File: src/rtl/mux_pkg.sv
// Shared encodings for the N:1 scan multiplexer.
// Mode select values and FSM state codes.
package mux_pkg;

   localparam logic MODE_MANUAL = 1'b0;
   localparam logic MODE_SCAN   = 1'b1;

   typedef enum logic [1:0] {
      ST_MANUAL     = 2'd0,
      ST_SCAN       = 2'd1,
      ST_SCAN_EMPTY = 2'd2
   } state_e;

endpackage

File: src/rtl/mux_n_1_scan_if.sv
// Result stream of the scan multiplexer.
// The master drives the word, the consumer drives ready.
interface mux_n_1_scan_if #(
   parameter int DATA_WIDTH = 8,
   parameter int SEL_WIDTH  = 4
);

   logic [DATA_WIDTH-1:0] MUX_Result_Data_Out;
   logic                  MUX_Result_Valid_Out;
   logic                  MUX_Result_Ready_In;
   logic [SEL_WIDTH-1:0]  Channel_Out;
   logic                  Scan_Wrap_Out;

   modport master (
      output MUX_Result_Data_Out,
      output MUX_Result_Valid_Out,
      output Channel_Out,
      output Scan_Wrap_Out,
      input  MUX_Result_Ready_In
   );

   modport slave (
      input  MUX_Result_Data_Out,
      input  MUX_Result_Valid_Out,
      input  Channel_Out,
      input  Scan_Wrap_Out,
      output MUX_Result_Ready_In
   );

endinterface

File: src/rtl/mux_rr_next_finder.sv
// Circular search for the first set mask bit at or above start.
// wrapped flags a hit that lies below start (search passed N-1).
module mux_rr_next_finder #(
   parameter int  NUM_CHANNELS = 16,
   localparam int SEL_WIDTH    = $clog2(NUM_CHANNELS)
) (
   input  logic [NUM_CHANNELS-1:0] mask,
   input  logic [SEL_WIDTH-1:0]    start,
   output logic                    found,
   output logic [SEL_WIDTH-1:0]    index,
   output logic                    wrapped
);

   always_comb begin
      logic [SEL_WIDTH-1:0] pos;
      found = 1'b0;
      index = '0;
      pos   = '0;
      // Walk farthest-first so the nearest hit is the one that sticks.
      for (int k = NUM_CHANNELS - 1; k >= 0; k--) begin
         if (int'(start) + k >= NUM_CHANNELS)
            pos = SEL_WIDTH'(int'(start) + k - NUM_CHANNELS);
         else
            pos = SEL_WIDTH'(int'(start) + k);
         if (mask[pos]) begin
            found = 1'b1;
            index = pos;
         end
      end
      wrapped = found & (index < start);
   end

endmodule

File: src/rtl/mux_n_1_scan.sv
// Registered N:1 multiplexer: manual channel select or masked
// round-robin scan with per-channel dwell, valid/ready output.
module mux_n_1_scan
   import mux_pkg::*;
#(
   parameter int  NUM_CHANNELS = 16,
   parameter int  DATA_WIDTH   = 8,
   parameter int  DWELL_WIDTH  = 8,
   localparam int SEL_WIDTH    = $clog2(NUM_CHANNELS)
) (
   input  logic                               Clock_In,
   input  logic                               Reset_In,
   input  logic                               Enable_In,
   input  logic                               Mode_In,
   input  logic [NUM_CHANNELS*DATA_WIDTH-1:0] Data_In,
   input  logic [SEL_WIDTH-1:0]               Select_In,
   input  logic [NUM_CHANNELS-1:0]            Channel_Mask_In,
   input  logic [DWELL_WIDTH-1:0]             Dwell_In,
   mux_n_1_scan_if.master                     mux_result
);

   state_e                 state_q, state_d;
   logic [SEL_WIDTH-1:0]   scan_ptr_q, scan_ptr_d;
   logic                   scan_wrap_q, scan_wrap_d;
   logic [DWELL_WIDTH-1:0] dwell_cnt_q, dwell_cnt_d;
   logic [DATA_WIDTH-1:0]  data_q, data_d;
   logic                   valid_q, valid_d;
   logic [SEL_WIDTH-1:0]   chan_q, chan_d;
   logic                   wrap_q, wrap_d;

   logic                   cand_found;
   logic [SEL_WIDTH-1:0]   cand_idx;
   logic                   cand_wrap;
   logic                   have_src;
   logic [DATA_WIDTH-1:0]  src_data;
   logic [SEL_WIDTH-1:0]   src_chan;
   logic                   src_wrap;
   logic                   ready;
   logic                   load;
   logic                   scan_load;
   logic                   entering_scan;

   assign ready = mux_result.MUX_Result_Ready_In;

   mux_rr_next_finder #(
      .NUM_CHANNELS(NUM_CHANNELS)
   ) u_finder (
      .mask   (Channel_Mask_In),
      .start  (scan_ptr_q),
      .found  (cand_found),
      .index  (cand_idx),
      .wrapped(cand_wrap)
   );

   always_ff @(posedge Clock_In) begin
      if (Reset_In) state_q <= ST_MANUAL;
      else          state_q <= state_d;
   end

   always_comb begin
      state_d = state_q;
      if (Mode_In == MODE_MANUAL)
         state_d = ST_MANUAL;
      else if (Channel_Mask_In == '0)
         state_d = ST_SCAN_EMPTY;
      else
         state_d = ST_SCAN;
   end

   always_comb begin
      have_src = 1'b0;
      src_data = '0;
      src_chan = '0;
      src_wrap = 1'b0;
      unique case (state_q)
         ST_MANUAL: begin
            have_src = 1'b1;
            src_chan = Select_In;
            if (int'(Select_In) < NUM_CHANNELS)
               src_data = Data_In[Select_In*DATA_WIDTH +: DATA_WIDTH];
         end
         ST_SCAN: begin
            have_src = cand_found;
            src_data = Data_In[cand_idx*DATA_WIDTH +: DATA_WIDTH];
            src_chan = cand_idx;
            src_wrap = cand_wrap | scan_wrap_q;
         end
         default: ;
      endcase
   end

   assign load          = Enable_In & (~valid_q | ready) & have_src;
   assign scan_load     = load & (state_q == ST_SCAN);
   assign entering_scan = (state_q == ST_MANUAL) & (state_d != ST_MANUAL);

   // scan_wrap_q remembers that the pointer rolled from N-1 to 0,
   // so the next word still reports the start of a new round.
   always_comb begin
      scan_ptr_d  = scan_ptr_q;
      scan_wrap_d = scan_wrap_q;
      dwell_cnt_d = dwell_cnt_q;
      if (entering_scan) begin
         scan_ptr_d  = '0;
         scan_wrap_d = 1'b0;
         dwell_cnt_d = '0;
      end else if (scan_load) begin
         scan_wrap_d = 1'b0;
         if (dwell_cnt_q == Dwell_In) begin
            dwell_cnt_d = '0;
            if (int'(cand_idx) == NUM_CHANNELS - 1) begin
               scan_ptr_d  = '0;
               scan_wrap_d = 1'b1;
            end else begin
               scan_ptr_d = cand_idx + 1'b1;
            end
         end else begin
            dwell_cnt_d = dwell_cnt_q + 1'b1;
            scan_ptr_d  = cand_idx;
         end
      end
   end

   always_comb begin
      data_d  = data_q;
      valid_d = valid_q;
      chan_d  = chan_q;
      wrap_d  = wrap_q;
      if (!Enable_In) begin
         valid_d = 1'b0;
         data_d  = '0;
         wrap_d  = 1'b0;
      end else if (load) begin
         valid_d = 1'b1;
         data_d  = src_data;
         chan_d  = src_chan;
         wrap_d  = src_wrap;
      end else if (valid_q && ready) begin
         valid_d = 1'b0;
      end
   end

   always_ff @(posedge Clock_In) begin
      if (Reset_In) begin
         scan_ptr_q  <= '0;
         scan_wrap_q <= 1'b0;
         dwell_cnt_q <= '0;
         data_q      <= '0;
         valid_q     <= 1'b0;
         chan_q      <= '0;
         wrap_q      <= 1'b0;
      end else begin
         scan_ptr_q  <= scan_ptr_d;
         scan_wrap_q <= scan_wrap_d;
         dwell_cnt_q <= dwell_cnt_d;
         data_q      <= data_d;
         valid_q     <= valid_d;
         chan_q      <= chan_d;
         wrap_q      <= wrap_d;
      end
   end

   assign mux_result.MUX_Result_Data_Out  = data_q;
   assign mux_result.MUX_Result_Valid_Out = valid_q;
   assign mux_result.Channel_Out          = chan_q;
   assign mux_result.Scan_Wrap_Out        = wrap_q;

endmodule
File: src/flat_wrapper.sv
// flat-port wrapper written by rule: the top's interface ports become plain ports
module mux_n_1_scan_flat import mux_pkg::*;
#(
   parameter int  NUM_CHANNELS = 16,
   parameter int  DATA_WIDTH   = 8,
   parameter int  DWELL_WIDTH  = 8,
   localparam int SEL_WIDTH    = $clog2(NUM_CHANNELS)
)
  (Clock_In, Reset_In, Enable_In, Mode_In, Data_In, Select_In, Channel_Mask_In, Dwell_In, mux_result_MUX_Result_Data_Out, mux_result_MUX_Result_Valid_Out, mux_result_Channel_Out, mux_result_Scan_Wrap_Out, mux_result_MUX_Result_Ready_In);
  mux_n_1_scan_if #(.DATA_WIDTH(DATA_WIDTH)) mux_result_i ();
  input  logic Clock_In;
  input  logic Reset_In;
  input  logic Enable_In;
  input  logic Mode_In;
  input  logic [NUM_CHANNELS*DATA_WIDTH-1:0] Data_In;
  input  logic [SEL_WIDTH-1:0] Select_In;
  input  logic [NUM_CHANNELS-1:0] Channel_Mask_In;
  input  logic [DWELL_WIDTH-1:0] Dwell_In;
  output wire logic [$bits(mux_result_i.MUX_Result_Data_Out)-1:0] mux_result_MUX_Result_Data_Out;
  output wire logic [$bits(mux_result_i.MUX_Result_Valid_Out)-1:0] mux_result_MUX_Result_Valid_Out;
  output wire logic [$bits(mux_result_i.Channel_Out)-1:0] mux_result_Channel_Out;
  output wire logic [$bits(mux_result_i.Scan_Wrap_Out)-1:0] mux_result_Scan_Wrap_Out;
  input wire logic [$bits(mux_result_i.MUX_Result_Ready_In)-1:0] mux_result_MUX_Result_Ready_In;
  assign mux_result_MUX_Result_Data_Out = mux_result_i.MUX_Result_Data_Out;
  assign mux_result_MUX_Result_Valid_Out = mux_result_i.MUX_Result_Valid_Out;
  assign mux_result_Channel_Out = mux_result_i.Channel_Out;
  assign mux_result_Scan_Wrap_Out = mux_result_i.Scan_Wrap_Out;
  assign mux_result_i.MUX_Result_Ready_In = mux_result_MUX_Result_Ready_In;
  mux_n_1_scan #(.NUM_CHANNELS(NUM_CHANNELS), .DATA_WIDTH(DATA_WIDTH), .DWELL_WIDTH(DWELL_WIDTH)) u_core (.Clock_In(Clock_In), .Reset_In(Reset_In), .Enable_In(Enable_In), .Mode_In(Mode_In), .Data_In(Data_In), .Select_In(Select_In), .Channel_Mask_In(Channel_Mask_In), .Dwell_In(Dwell_In), .mux_result(mux_result_i));
endmodule
File: config.mk
export PLATFORM = sky130hd
export DESIGN_NAME = mux_n_1_scan_flat
export DESIGN_NICKNAME = d
export VERILOG_FILES = /design/src/rtl/mux_pkg.sv /design/src/rtl/mux_n_1_scan_if.sv /design/src/rtl/mux_rr_next_finder.sv /design/src/rtl/mux_n_1_scan.sv /design/src/flat_wrapper.sv
export SDC_FILE = /design/constraint.sdc
export NUM_CORES = 1
export LEC_CHECK = 0
export CORE_MARGIN = 8
export CORE_UTILIZATION = 30
export CTS_BUF_LIST = sky130_fd_sc_hd__clkbuf_2
export DETAILED_ROUTE_END_ITERATION = 6
export GPL_ROUTABILITY_DRIVEN = 0
export SLEW_MARGIN = 20
export SYNTH_ARGS = -nofsm -noshare
export SYNTH_HDL_FRONTEND = slang
export SYNTH_SLANG_ARGS = --single-unit
File: constraint.sdc
create_clock -name Clock_In -period 6.4 [get_ports Clock_In]
set_clock_uncertainty 0.1 [all_clocks]
set_input_delay 1.28 -clock Clock_In [delete_from_list [all_inputs] [get_ports Clock_In]]
set_output_delay 1.28 -clock Clock_In [all_outputs]
set_load 0.02 [all_outputs]
==> Word level (Yosys, flattened, before mapping) <==
Index checks and enable logic that the tools add are counted.
{ "word_totals": {"regBits": 29, "out_inout_bits": 14, "word_cells": 189} }
{ "classes": {"n_addsub": 33, "n_lt_le_gt_ge": 33, "eq_ne": 3, "n_shift": 2, "n_mux": 93, "bitwise": 9, "reduce_logical": 8} }
{ "op_table": {"columns": ["cell", "n"], "rows": [
  ["variable part select 128 x 8 -> 8 bit", 2],
  ["2-to-1 mux 4 bit", 34],
  ["< comparator 4 x 5 -> 1 bit (second input constant)", 16],
  ["greater-or-equal comparator 5 bit (second input constant)", 15],
  ["binary-select mux 1 bit (select 4 bit)", 16],
  ["subtractor 4 x 1 -> 4 bit (second input constant)", 16],
  ["adder 4 x 4 -> 5 bit (second input constant)", 8],
  ["2-to-1 mux 1 bit", 37],
  ["adder 4 x 3 -> 5 bit (second input constant)", 4],
  ["zero test 16 bit", 1],
  ["one-hot mux 8 bit (2 select lines)", 1],
  ["adder 4 x 2 -> 5 bit (second input constant)", 2],
  ["adder 8 x 1 -> 8 bit (second input constant)", 1],
  ["equality test 8 bit", 1],
  ["2-to-1 mux 8 bit", 1],
  ["one-hot mux 4 bit (2 select lines)", 1],
  ["adder 4 x 1 -> 5 bit (second input constant)", 1],
  ["bitwise AND 1 bit", 5],
  ["greater-or-equal comparator 4 x 5 -> 1 bit (second input constant)", 1],
  ["adder 4 x 1 -> 4 bit (second input constant)", 1],
  ["equality test 4 x 1 -> 1 bit (second input constant)", 1],
  ["< comparator 4 bit", 1],
  ["2-to-1 mux 2 bit", 2],
  ["nonzero test 2 bit", 2],
  ["other kinds (8)", 11]
]} }

==> Longest topological paths before layout <==
{ "logic_depth": {"ltp_word": 25, "ltp_mapped": 20, "depth_no_buf": 16} }

==> Modules after synthesis <==
From an unflattened synthesis, not the netlist that was laid out.
{ "hier_totals": {"hier_cells": 645, "area_unflattened_um2": 5576.6} }
{ "by_module_without_submodules": {"columns": ["mod", "n_inst", "cells_each", "area_per_inst_um2"], "rows": [
  ["mux_n_1_scan", 1, 382, 3154.3],
  ["mux_rr_next_finder", 1, 263, 2422.3]
]} }

==> Worst setup path before layout <==
Ideal clock, no wire load.
{ "synth_timing": {"path_kind": "input port to flip-flop", "from": "in Channel_Mask_In[4]", "to": "reg u_core.data_q[0], in the netlist u_core.mux_result.MUX_Result_Data_Out[0]", "t_arrival_ns": 4.477, "required_time_ns": 6.178, "slack_ns": 1.701, "stages": 12, "cell_sequence": "mux4_2 -> mux4_2 -> a2111oi_2 -> a22o_1 -> a21oi_1 -> nor2b_1 -> o32a_1 -> o2bb2ai_2 -> mux2i_4 -> buf_2 -> mux2_2 -> a221o_1"} }
{ "synth_between": {"elab_chain_cells": 20, "word_cells_on_any_way": 68} }
{ "synth_lines": {"columns": ["item", "line", "text"], "rows": [
  ["start, declared", "flat_wrapper.sv:17", "input logic [NUM_CHANNELS-1:0] Channel_Mask_In;"],
  ["binary-select mux 1 bit (select 4 bit)", "mux_rr_next_finder.sv:25", "if (mask[pos]) begin"],
  ["2-to-1 mux 1 bit (implied by the code)", "mux_rr_next_finder.sv:25", null],
  ["2-to-1 mux 4 bit / 2-to-1 mux 1 bit (equally long branches) (16 in series)", "mux_rr_next_finder.sv:25", null],
  ["variable part select 128 x 8 -> 8 bit / one-hot mux 1 bit (2 select lines) (equally long branches)", "mux_n_1_scan.sv:84, mux_n_1_scan.sv:75", null],
  ["one-hot mux 8 bit (2 select lines) / bitwise AND 1 bit (equally long branches)", "mux_n_1_scan.sv:75, mux_n_1_scan.sv:92", null],
  ["end signal, assigned", "mux_n_1_scan.sv:155", "data_q <= data_d;"],
  ["end, declared", "mux_n_1_scan.sv:26", "logic [DATA_WIDTH-1:0] data_q, data_d;"]
]} }
Parallel ways exist; a longest one is shown, timed or not. The select of a mux whose other input is x is not followed.
A chain may end at the register's enable or synchronous reset.

==> Final worst setup path <==
{ "layout_timing": {"from": "reg u_core.scan_ptr_q[2]", "to": "reg u_core.data_q[1], in the netlist u_core.mux_result.MUX_Result_Data_Out[1]"} }
{ "layout_between": {"elab_chain_cells": 23, "word_cells_on_any_way": 131} }
{ "layout_lines": {"columns": ["item", "line", "text"], "rows": [
  ["start, declared", "mux_n_1_scan.sv:23", "logic [SEL_WIDTH-1:0] scan_ptr_q, scan_ptr_d;"],
  ["start signal, assigned", "mux_n_1_scan.sv:152", "scan_ptr_q <= scan_ptr_d;"],
  ["adder 4 x 4 -> 5 bit", "mux_rr_next_finder.sv:22, mux_rr_next_finder.sv:24", null],
  ["subtractor 4 x 1 -> 4 bit / greater-or-equal comparator 5 bit (equally long branches)", "mux_rr_next_finder.sv:22, mux_rr_next_finder.sv:21", null],
  ["2-to-1 mux 4 bit", "mux_rr_next_finder.sv:21", "if (int'(start) + k >= NUM_CHANNELS)"],
  ["binary-select mux 1 bit (select 4 bit)", "mux_rr_next_finder.sv:25", null],
  ["2-to-1 mux 1 bit (implied by the code)", "mux_rr_next_finder.sv:25", null],
  ["2-to-1 mux 4 bit / 2-to-1 mux 1 bit (equally long branches) (16 in series)", "mux_rr_next_finder.sv:25", null],
  ["variable part select 128 x 8 -> 8 bit / one-hot mux 1 bit (2 select lines) (equally long branches)", "mux_n_1_scan.sv:84, mux_n_1_scan.sv:75", null],
  ["one-hot mux 8 bit (2 select lines) / bitwise AND 1 bit (equally long branches)", "mux_n_1_scan.sv:75, mux_n_1_scan.sv:92", null]
]} }
Parallel ways exist; a longest one is shown, timed or not. The select of a mux whose other input is x is not followed.

==> run summary <==
CP startpoint kind: flop
Post-detail-place hpwl: 16.5 mm
Worst EP arrival: 5.72 ns
Hold_ws: 0.368 ns
Final Cycle Share: 0.857
Ys Warns: 0
RSZ-0062 raised after global routing: false
Max Cap Viol: 0
Commonest non-fill, non-tap cell in the layout: clkdlybuf4s50_1
Peak supply drop: 0.0743 mV
Most frequent cells in the layout: clkdlybuf4s50_1, mux2i_1, nor2_1
Largest net degree at the start of global routing: 39
Synthesized Nets: 778
Count of unique library cells instantiated by Yosys: 77
Critical Path RT: 6.64 ns
Clk slew on worst S/H paths: 0.17 ns
# setup viols final: 0
Total global routing overflow: 0
Relative slew slack: 0.390
Clock Root Buffer: clkbuf_2
Worst hold path type: reg -> reg
Slew Viols, Final: 0
Core area: 17400 um2
Buffers on Ports: 174
P_leak: 2.79 nW
Post-synthesis sequential area ratio: 0.109
Antenna violations before repair: 1
Finished Core Util: 0.422
Synthesized flop and latch total: 29
Clk sinks: 29
Crit Path Class: reg -> reg
Die Ht: 149 um
Total track usage: 0.178
DR vias: 5724
Worst-path fanout max: 12
Least-Margin Pin Slew: 0.915 ns
Dpl cell area: 7260 um2
Pwr Total: 0.871 mW
Yosys top cell area share: 0.148
Initial DRC count: 510
Hold buffers post-CTS: 0
Htree depth: 2
Worst Setup End Kind: flop
Tmin final: 5.48 ns
Clock buffer depth: 2
Wire length per cell: 21.2 um
FILL cells: 1738
Cell Area, Synth: 5330 um2
Number of synthesized flops with an enable pin: 0
Area delta synth->final: 37.5%
Inserted Clock Buffers: 5
Cell taking the most area after synthesis: mux4_2
Pre-antenna DRT Iters: 5
Postcts setup bufs: 0
CTS tree: built
Top cells by area, synth: mux4_2, mux2i_1, dfxtp_1
Die area: 22300 um2
Post-CTS sizing: 0
Total Routed Length: 20.8 mm
Final ANT Viol Nets: 0
Initial core utilization: 0.307
Nets: 928
Worst skew pair latency: 0.39 ns
Max Clk Rate: 182 MHz
Ant diodes: 0
Setup TNS: 0 ns
Dominant register cell in the synthesized netlist: dfxtp_1
Drt via density: 5.83
IO Count: 175
Finished Cell Area: 7330 um2
Avg Cell Area, Syn: 8.82 um2
DRC viols: 0
Vias in the first global route: 5430
First-pass GRT wire length: 32.0 mm
FP Rows: 48
Die Wd: 149 um
Syn Inst Count: 605
Final Hold Viols: 0
Ys async rst share: 0
Layout cells sized above 1: 0.134
Status: finished clean
P per Cell Area: 119 nW/um2
[routing by layer]
metal / vias to the layer above / GRT usage / share of wire
met3: 21 / 0.0410 / 0.081
li1: 2704 / - / -
met1: 2755 / 0.230 / 0.42
met2: 242 / 0.303 / 0.49
met5: - / 0 / 0.00063
met4: 2 / 0.0197 / 0.0090
[where the power goes]
| part | internal [mW] | switching (mW) |
|---|---|---|
| sequential | 0.190 | 0.00741 |
| combinational | 0.278 | 0.258 |
| clock | 0.0647 | 0.0722 |
[final timing paths]
path / cells after the start / to / startpoint / slack, ns
hold reg to reg: 2 / u_core.scan_wrap_q / u_core.scan_wrap_q / 0.37
setup reg to reg: 13 / u_core.mux_result.MUX_Result_Data_Out[1] / u_core.scan_ptr_q[2] / 0.92
hold / removal: 2 / u_core.scan_wrap_q / u_core.scan_wrap_q / 0.37
setup / recovery: 13 / u_core.mux_result.MUX_Result_Data_Out[1] / u_core.scan_ptr_q[2] / 0.92
[final cells by class]
cell class / instances / area [um2] / area share
multi-input cells: 517 / 4480 / 0.612
repair buffers: 190 / 1870 / 0.256
flip-flops and latches: 29 / 581 / 0.0792
well taps: 225 / 282 / 0.0384
inverters: 12 / 45.0 / 0.00614
clock inverters: 3 / 41.3 / 0.00563
clock buffers: 5 / 25.0 / 0.00341
[synth_stat cells (all sizes together), types with 3 or more instances]
| library cell | count |
|---|---|
| mux2i | 74 |
| nor2 | 47 |
| nand2 | 41 |
| mux2 | 38 |
| mux4 | 35 |
| and3 | 29 |
| dfxtp | 29 |
| a21oi | 27 |
| buf | 26 |
| a222oi | 24 |
| clkbuf | 21 |
| xor2 | 16 |
| o22ai | 15 |
| o21ai | 14 |
| xnor2 | 14 |
| ha | 12 |
| inv | 11 |
| nor2b | 11 |
| a211o | 9 |
| nand3 | 8 |
| nand2b | 7 |
| a2111oi | 6 |
| a211oi | 6 |
| a221oi | 6 |
| a31oi | 6 |
| nand4 | 6 |
| o21a | 6 |
| nor3 | 5 |
| a221o | 4 |
| a22o | 4 |
| nor4 | 4 |
| a21o | 3 |
| nor3b | 3 |
| o211ai | 3 |
[critical path: stages, from the launching register on]
cell and delay [ns]:
dfxtp_1 0.74, clkinv_1 0.52, ha_1 0.73, mux2i_1 0.54, mux2i_1 0.31, a221oi_1 0.34, o311ai_1 0.16, a211o_1 0.33
a31oi_2 0.34, o21a_1 0.20, nor3b_1 0.43, nand2_1 0.26, o22ai_1 0.30, a211o_1 0.13
[state kept, by name, indices dropped and copies added (netlist names)]
signal                                  flops
u_core.mux_result.Scan_Wrap_Out             1
u_core.mux_result.MUX_Result_Data_Out       8
u_core.scan_ptr_q                           4
u_core.scan_wrap_q                          1
u_core.mux_result.MUX_Result_Valid_Out      1
u_core.mux_result.Channel_Out               4
u_core.state_q                              2
u_core.dwell_cnt_q                          8
[cell families after synthesis]
kind of cell | count (synthesis) | synth area share
compound gates | 152 | 0.220
xor+xnor | 30 | 0.0507
mux | 147 | 0.370
buf+inv | 59 | 0.0554
simple gates | 176 | 0.167
flops | 29 | 0.109
fa+ha+maj | 12 | 0.0281
[metrics by stage]
step,setup WS (ns),cells
floorplan,1.70,605
global placement,0.547,973
detailed placement,0.557,973
CTS,0.939,981
global route,0.440,981
finish,0.918,981
Note: power is estimated with default switching activity, not from simulation.
